[src/rtl/gearbox_wide_to_narrow.sv]
// gearbox_wide_to_narrow: buffered IN_W->OUT_W lane splitter with keep/last sideband; define GBX_KEEP_TRIM_EN to drop trailing empty lanes of last words.
module gearbox_wide_to_narrow #(
  parameter int IN_W      = 128,
  parameter int OUT_W     = 32,
  parameter int MSB_FIRST = 0
) (
  input  logic                 clk,
  input  logic                 rst_n,
  input  logic [IN_W-1:0]      s_data,
  input  logic [IN_W/8-1:0]    s_keep,
  input  logic                 s_last,
  input  logic                 s_valid,
  output logic                 s_ready,
  output logic [OUT_W-1:0]     m_data,
  output logic [OUT_W/8-1:0]   m_keep,
  output logic                 m_last,
  output logic                 m_valid,
  input  logic                 m_ready,
  output logic                 busy
);
  localparam int RATIO = IN_W / OUT_W;
  localparam int IKW = IN_W / 8;
  localparam int OKW = OUT_W / 8;
  localparam int IW = $clog2(RATIO);
  localparam logic [IW-1:0] LAST = IW'(RATIO - 1);
  logic [IN_W-1:0] buf_data;
  logic [IKW-1:0] buf_keep;
  logic buf_last, full, last_lane, acc;
  logic [IW-1:0] idx, fin, new_fin, sel;
  assign sel = (MSB_FIRST != 0) ? LAST - idx : idx;
  assign last_lane = idx == fin;
  assign s_ready = !full || (m_ready && last_lane);
  assign acc = s_valid && s_ready;
  assign m_valid = full;
  assign busy = full;
  assign m_data = buf_data[sel*OUT_W +: OUT_W];
  assign m_keep = buf_keep[sel*OKW +: OKW];
  assign m_last = buf_last && last_lane;
`ifdef GBX_KEEP_TRIM_EN
  logic [IW-1:0] trim_fin;
  always_comb begin
    trim_fin = '0;
    for (int k = 0; k < RATIO; k++)
      if (|s_keep[((MSB_FIRST != 0) ? RATIO-1-k : k)*OKW +: OKW]) trim_fin = IW'(k);
  end
  assign new_fin = s_last ? trim_fin : LAST;
`else
  assign new_fin = LAST;
`endif
  // Buffer is kept after the last lane so the outputs hold their final value.
  always_ff @(posedge clk or negedge rst_n) begin
    if (!rst_n) begin
      buf_data <= '0;
      buf_keep <= '0;
      buf_last <= 1'b0;
      full <= 1'b0;
      idx <= '0;
      fin <= '0;
    end else if (acc) begin
      buf_data <= s_data;
      buf_keep <= s_keep;
      buf_last <= s_last;
      full <= 1'b1;
      idx <= '0;
      fin <= new_fin;
    end else if (full && m_ready) begin
      if (last_lane) full <= 1'b0;
      else idx <= idx + 1'b1;
    end
  end
endmodule

[config.mk]
export PLATFORM = sky130hd
export DESIGN_NAME = gearbox_wide_to_narrow
export DESIGN_NICKNAME = d
export VERILOG_FILES = /design/src/rtl/gearbox_wide_to_narrow.sv
export SDC_FILE = /design/constraint.sdc
export NUM_CORES = 1
export LEC_CHECK = 0
export ABC_AREA = 1
export CORE_MARGIN = 2
export CORE_UTILIZATION = 50
export CTS_CLUSTER_DIAMETER = 200
export DETAILED_ROUTE_END_ITERATION = 8
export PLACE_DENSITY = 0.79
export RECOVER_POWER = 50
export SKIP_LAST_GASP = 1
export SLEW_MARGIN = 20
export SYNTH_ARGS = -nofsm -noshare
export SYNTH_HDL_FRONTEND = slang
export SYNTH_SLANG_ARGS = --single-unit
[constraint.sdc]
create_clock -name clk -period 1.6 [get_ports clk]
set_input_delay 0.16 -clock clk [delete_from_list [all_inputs] [get_ports clk]]
set_output_delay 0.16 -clock clk [all_outputs]
set_load 0.01 [all_outputs]
==> insert_results.sql, run 1 <==
INSERT INTO impl_metrics (metric_group, metric, value, unit) VALUES
('routing', 'routedWlPerCell', '21.60', 'µm'),
('cells_and_area', 'final_cells', '1301', ''),
('die', 'dieHeight', '125.5', 'µm'),
('status', 'violations_in_the_final_reports', 'negative setup slack', ''),
('sta', 'worst_slew_pin_slew', '0.9110', 'ns'),
('place', 'place.port_buffers', '188', ''),
('place', 'hpwl_reported_at_the_end_of_detailed_placement', '12450', 'µm'),
('global_routing', 'number_of_global_route_vias_before_repair', '6792', ''),
('place', 'place.gp.congestion', '0.8033', ''),
('worst_setup_path', 'cp-end-kind', 'primary output', ''),
('cells_and_area', 'layout.filler_cells', '632', ''),
('worst_setup_path', 'path_max_fanout', '5', ''),
('worst_setup_path', 'worstPathRequired', '1.44', 'ns'),
('die', 'initial_core_utilization', '50.99', '%'),
('cells_and_area', 'finalNetCount', '1253', ''),
('clocking', 'cts_made_buffers', '17', ''),
('sta', 'setup_repair_after_global_routing_missed_its_margin', 'yes', ''),
('synth', 'synth.largest_area_cell', 'sky130_fd_sc_hd__dfrtp_1', ''),
('cells_and_area', 'layout-area-overhead-vs-synth', '72.63', '%'),
('power', 'power.density_cell_area', '1956', 'mW/mm²'),
('routing', 'post_detailed_route_drc_marker_count', '0', ''),
('sta', 'finalSetupTns', '-41.54', 'ns'),
('clocking', 'clock_root_buffer', 'sky130_fd_sc_hd__clkbuf_16', ''),
('worst_setup_path', 'crit_arrival', '1.81', 'ns'),
('routing', 'firstDrtPassIters', '6', ''),
('global_routing', 'grt_util_all_layers', '27.93', '%'),
('synth', 'syn_area', '0.007383', 'mm²'),
('sta', 'period_minus_slack', '1.966', 'ns'),
('place', 'place_worst_setup_slack', '-0.1858', 'ns'),
('worst_setup_path', 'crit_type', 'flip-flop to primary output', ''),
('clocking', 'tritoncts', 'yes', ''),
('worst_setup_path', 'timing.rr.start', 'idx[0]', ''),
('power', 'ir_drop', '0.001181', 'V'),
('hold_path', 'class_of_the_tightest_hold_or_removal_check', 'input port to flip-flop', ''),
('routing', 'postRouteAntennaNets', '0', ''),
('synth', 'synth_largest_type_area_fraction', '50.50', '%'),
('clocking', 'clock_sink_count', '149', ''),
('routing', 'finalWirelength', '28110', 'µm'),
('synth', 'ys_ff_latch', '149', ''),
('sta', 'fmaxAchievable', '508.8', 'MHz'),
('sta', 'finalSetupViolCount', '186', ''),
('global_routing', 'wire_length_of_the_first_global_routing_pass', '34550', 'µm'),
('die', 'coreArea', '0.01448', 'mm²'),
('synth', 'synth-seq-area-share', '50.50', '%'),
('clocking', 'clkTransAtPathRegs', '0.06', 'ns'),
('global_routing', 'largest_net_degree_at_the_start_of_global_routing', '49', ''),
('synth', 'post_synth_num_cell_types', '19', ''),
('sta', 'number_of_max_slew_violations_in_the_final_report', '0', ''),
('clocking', 'clock_insertion_delay_worst_skew', '0.44', 'ns'),
('sta', 'final_min_period_over_clock_period', '122.8', '%'),
('die', 'floorplan.die_area', '0.01576', 'mm²'),
('global_routing', 'antenna_found_initial', '0', ''),
('clocking', 'ctsLongestPathBuffers', '2', ''),
('cells_and_area', 'insertedDiodeCount', '0', ''),
('routing', 'avgViaCountPerCell', '5.629', ''),
('synth', 'post_synth_inst_count', '845', ''),
('global_routing', 'global_route.overflow_total', '0', ''),
('die', 'io_pins', '189', ''),
('flow_run', 'maxCapViolCount', '0', ''),
('synth', 'avg_inst_size_synth', '8.738', 'µm²'),
('sta', 'slew_limit_headroom', '39.27', '%'),
('worst_setup_path', 'critPathLaunch', 'idx[0]', ''),
('sta', 'finalHoldViolCount', '0', ''),
('die', 'rows', '44', ''),
('synth', 'synth-warning-count', '0', ''),
('routing', 'drt_iter0_drc', '559', ''),
('sta', 'clock_skew', '0.006391', 'ns'),
('hold_path', 'min_from', 's_data[124]', ''),
('worst_setup_path', 'setup.worst_path.start_class', 'flip-flop', ''),
('power', 'total_leakage_power', '0.006109', 'µW'),
('status', 'status', 'finished, violations left', ''),
('clocking', 'cts_htree_levels', '4', ''),
('place', 'post-place-cells', '1205', ''),
('synth', 'synthTopCellsByArea', 'sky130_fd_sc_hd__dfrtp_1 (50%), sky130_fd_sc_hd__o21ai_2 (14%), sky130_fd_sc_hd__nand2_1 (7.8%)', ''),
('sta', 'setup_ws', '-0.3655', 'ns'),
('die', 'die_w', '125.5', 'µm'),
('cells_and_area', 'post_route_cells_drive_above_1_share', '44.76', '%'),
('routing', 'vias', '7323', ''),
('synth', 'syn-num-nets', '994', '');
[cell usage in the layout (no fill, tap or decap), types with 2 or more instances in the layout]
| cell type | n |
|---|---|
| sky130_fd_sc_hd__o21ai_2 | 161 |
| sky130_fd_sc_hd__inv_1 | 149 |
| sky130_fd_sc_hd__clkdlybuf4s50_1 | 147 |
| sky130_fd_sc_hd__dfrtp_1 | 146 |
| sky130_fd_sc_hd__nand2_4 | 75 |
| sky130_fd_sc_hd__nand2_1 | 54 |
| sky130_fd_sc_hd__nor2_1 | 46 |
| sky130_fd_sc_hd__clkbuf_16 | 39 |
| sky130_fd_sc_hd__o21ai_1 | 37 |
| sky130_fd_sc_hd__buf_2 | 36 |
| sky130_fd_sc_hd__buf_12 | 29 |
| sky130_fd_sc_hd__nand2_2 | 24 |
| sky130_fd_sc_hd__o22ai_1 | 21 |
| sky130_fd_sc_hd__nor2_4 | 19 |
| sky130_fd_sc_hd__buf_6 | 18 |
| sky130_fd_sc_hd__o22ai_2 | 15 |
| sky130_fd_sc_hd__buf_8 | 14 |
| sky130_fd_sc_hd__buf_16 | 13 |
| sky130_fd_sc_hd__buf_4 | 12 |
| sky130_fd_sc_hd__nor2_2 | 11 |
| sky130_fd_sc_hd__o21ai_0 | 10 |
| sky130_fd_sc_hd__o21ai_4 | 10 |
| sky130_fd_sc_hd__bufinv_16 | 5 |
| sky130_fd_sc_hd__nand3_4 | 3 |
| sky130_fd_sc_hd__dfrtp_2 | 3 |
| sky130_fd_sc_hd__clkbuf_1 | 3 |
| sky130_fd_sc_hd__clkinv_2 | 3 |
| sky130_fd_sc_hd__clkbuf_8 | 3 |
| sky130_fd_sc_hd__dlymetal6s2s_1 | 2 |
[per-layer routing]
layer  global-route usage (%)  routed length, µm  vias to the layer above
met5                        0                  0                        -
met4                    9.869               1454                        0
met3                    6.547               1811                      123
met2                    48.49              14560                      405
met1                    34.16              10280                     3594
li1                         -                  -                     3201
[state kept, by name (all words and copies together), names as in the netlist]
| register | count |
|---|---|
| idx | 2 |
| buf_data | 128 |
| buf_last | 1 |
| fin | 1 |
| buf_keep | 16 |
| busy | 1 |
[power by group]
group | leakage (µW) | total (µW) | switching [µW] | internal, µW
Combinational | 0.00394 | 13000 | 6620 | 6390
Clock | 0.000317 | 4520 | 1630 | 2880
Sequential | 0.00185 | 7400 | 1910 | 5490
Total | 0.00611 | 24900 | 10200 | 14800
[through the flow]
stage / hold WS [ns] / total power, µW / instance area, µm² / util (%)
5_1_grt: 0.2747 / 25930 / 12750 / 88.03
4_1_cts: 0.2031 / 20670 / 11000 / 75.95
2_1_floorplan: -0.1356 / 11310 / 7383 / -
6_report: 0.2521 / 24930 / 12750 / 88.03
3_3_place_gp: 0.08121 / 14820 / 9617 / 66.42
3_5_place_dp: 0.07678 / 15100 / 9617 / 66.42
[cells by family (layout without fill, tap and decap cells)]
logic type	after synthesis	count (layout)	share of synthesized area, %
compound gates	256	256	24.06
xor+xnor	1	1	0.1186
buf+inv	206	478	13.25
flops	149	149	50.50
simple gates	233	233	12.07
[cell usage after synthesis]
cell type                    n
sky130_fd_sc_hd__nand2_1   153
sky130_fd_sc_hd__buf_1       2
sky130_fd_sc_hd__nand3_2     2
sky130_fd_sc_hd__o21ai_2   120
sky130_fd_sc_hd__o22ai_1    36
sky130_fd_sc_hd__a21oi_1     2
sky130_fd_sc_hd__buf_6      24
sky130_fd_sc_hd__dfrtp_1   149
sky130_fd_sc_hd__buf_4       2
sky130_fd_sc_hd__nor2_1     76
sky130_fd_sc_hd__nand3_1     1
sky130_fd_sc_hd__clkbuf_1   13
sky130_fd_sc_hd__buf_2      14
sky130_fd_sc_hd__xor2_1      1
sky130_fd_sc_hd__o21ai_0    74
sky130_fd_sc_hd__and2_1      1
sky130_fd_sc_hd__inv_2       1
sky130_fd_sc_hd__o21ai_1    24
sky130_fd_sc_hd__inv_1     150
[final cells by class]
class	count	area, µm²	area share, %
timing repair buffer	295	3684	28.90
tap	184	230.2	1.806
clock inverter	9	172.7	1.355
sequential	149	3732	29.28
clock buffer	23	478.0	3.750
inverter	151	574.3	4.506
multi-input combinational	490	3875	30.40
[timing repair]
item                                    CTS  global route
cloned                                   16            26
endpoints found under the setup margin   73           188
hold buffers                              1             0
resized for setup                       267           361
pin swaps                                23            48
setup buffers                            15            17
hold endpoints to repair                149             0
[critical path: stages, from the launching register on]
cell	delay (ns)
sky130_fd_sc_hd__dfrtp_2	0.46
sky130_fd_sc_hd__buf_6	0.17
sky130_fd_sc_hd__clkbuf_16	0.16
sky130_fd_sc_hd__o21ai_0	0.24
sky130_fd_sc_hd__o22ai_1	0.16
sky130_fd_sc_hd__buf_2	0.16
[final timing paths]
kind | cells after the start | slack [ns] | endpoint
max | 5 | -0.37 | m_data[24]
min | 3 | 0.25 | buf_data[124]
max reg2reg | 11 | -0.29 | buf_data[110]
min reg2reg | 2 | 0.48 | buf_data[57]
max in group asynchronous | 3 | 0.25 | busy
min in group asynchronous | 2 | 0.39 | buf_data[100]
Note: power is estimated with default switching activity, not from simulation.
==> run 2, diff against run 1 <==
--- a/config.mk
+++ b/config.mk
@@ -9,6 +9,7 @@
 export CORE_MARGIN = 2
 export CORE_UTILIZATION = 50
 export CTS_CLUSTER_DIAMETER = 200
+export CTS_CLUSTER_SIZE = 20
 export DETAILED_ROUTE_END_ITERATION = 8
 export PLACE_DENSITY = 0.79
 export RECOVER_POWER = 50
==> results of run 2 <==
No change in the layout: final DEF, timing and power equal those of run 1.
==> run 3, diff against run 2 <==
--- a/config.mk
+++ b/config.mk
@@ -11,6 +11,7 @@
 export CTS_CLUSTER_DIAMETER = 200
 export CTS_CLUSTER_SIZE = 20
 export DETAILED_ROUTE_END_ITERATION = 8
+export HOLD_SLACK_MARGIN = 0.1
 export PLACE_DENSITY = 0.79
 export RECOVER_POWER = 50
 export SKIP_LAST_GASP = 1
==> results of run 3 <==
No change in the layout: final DEF, timing and power equal those of run 1.
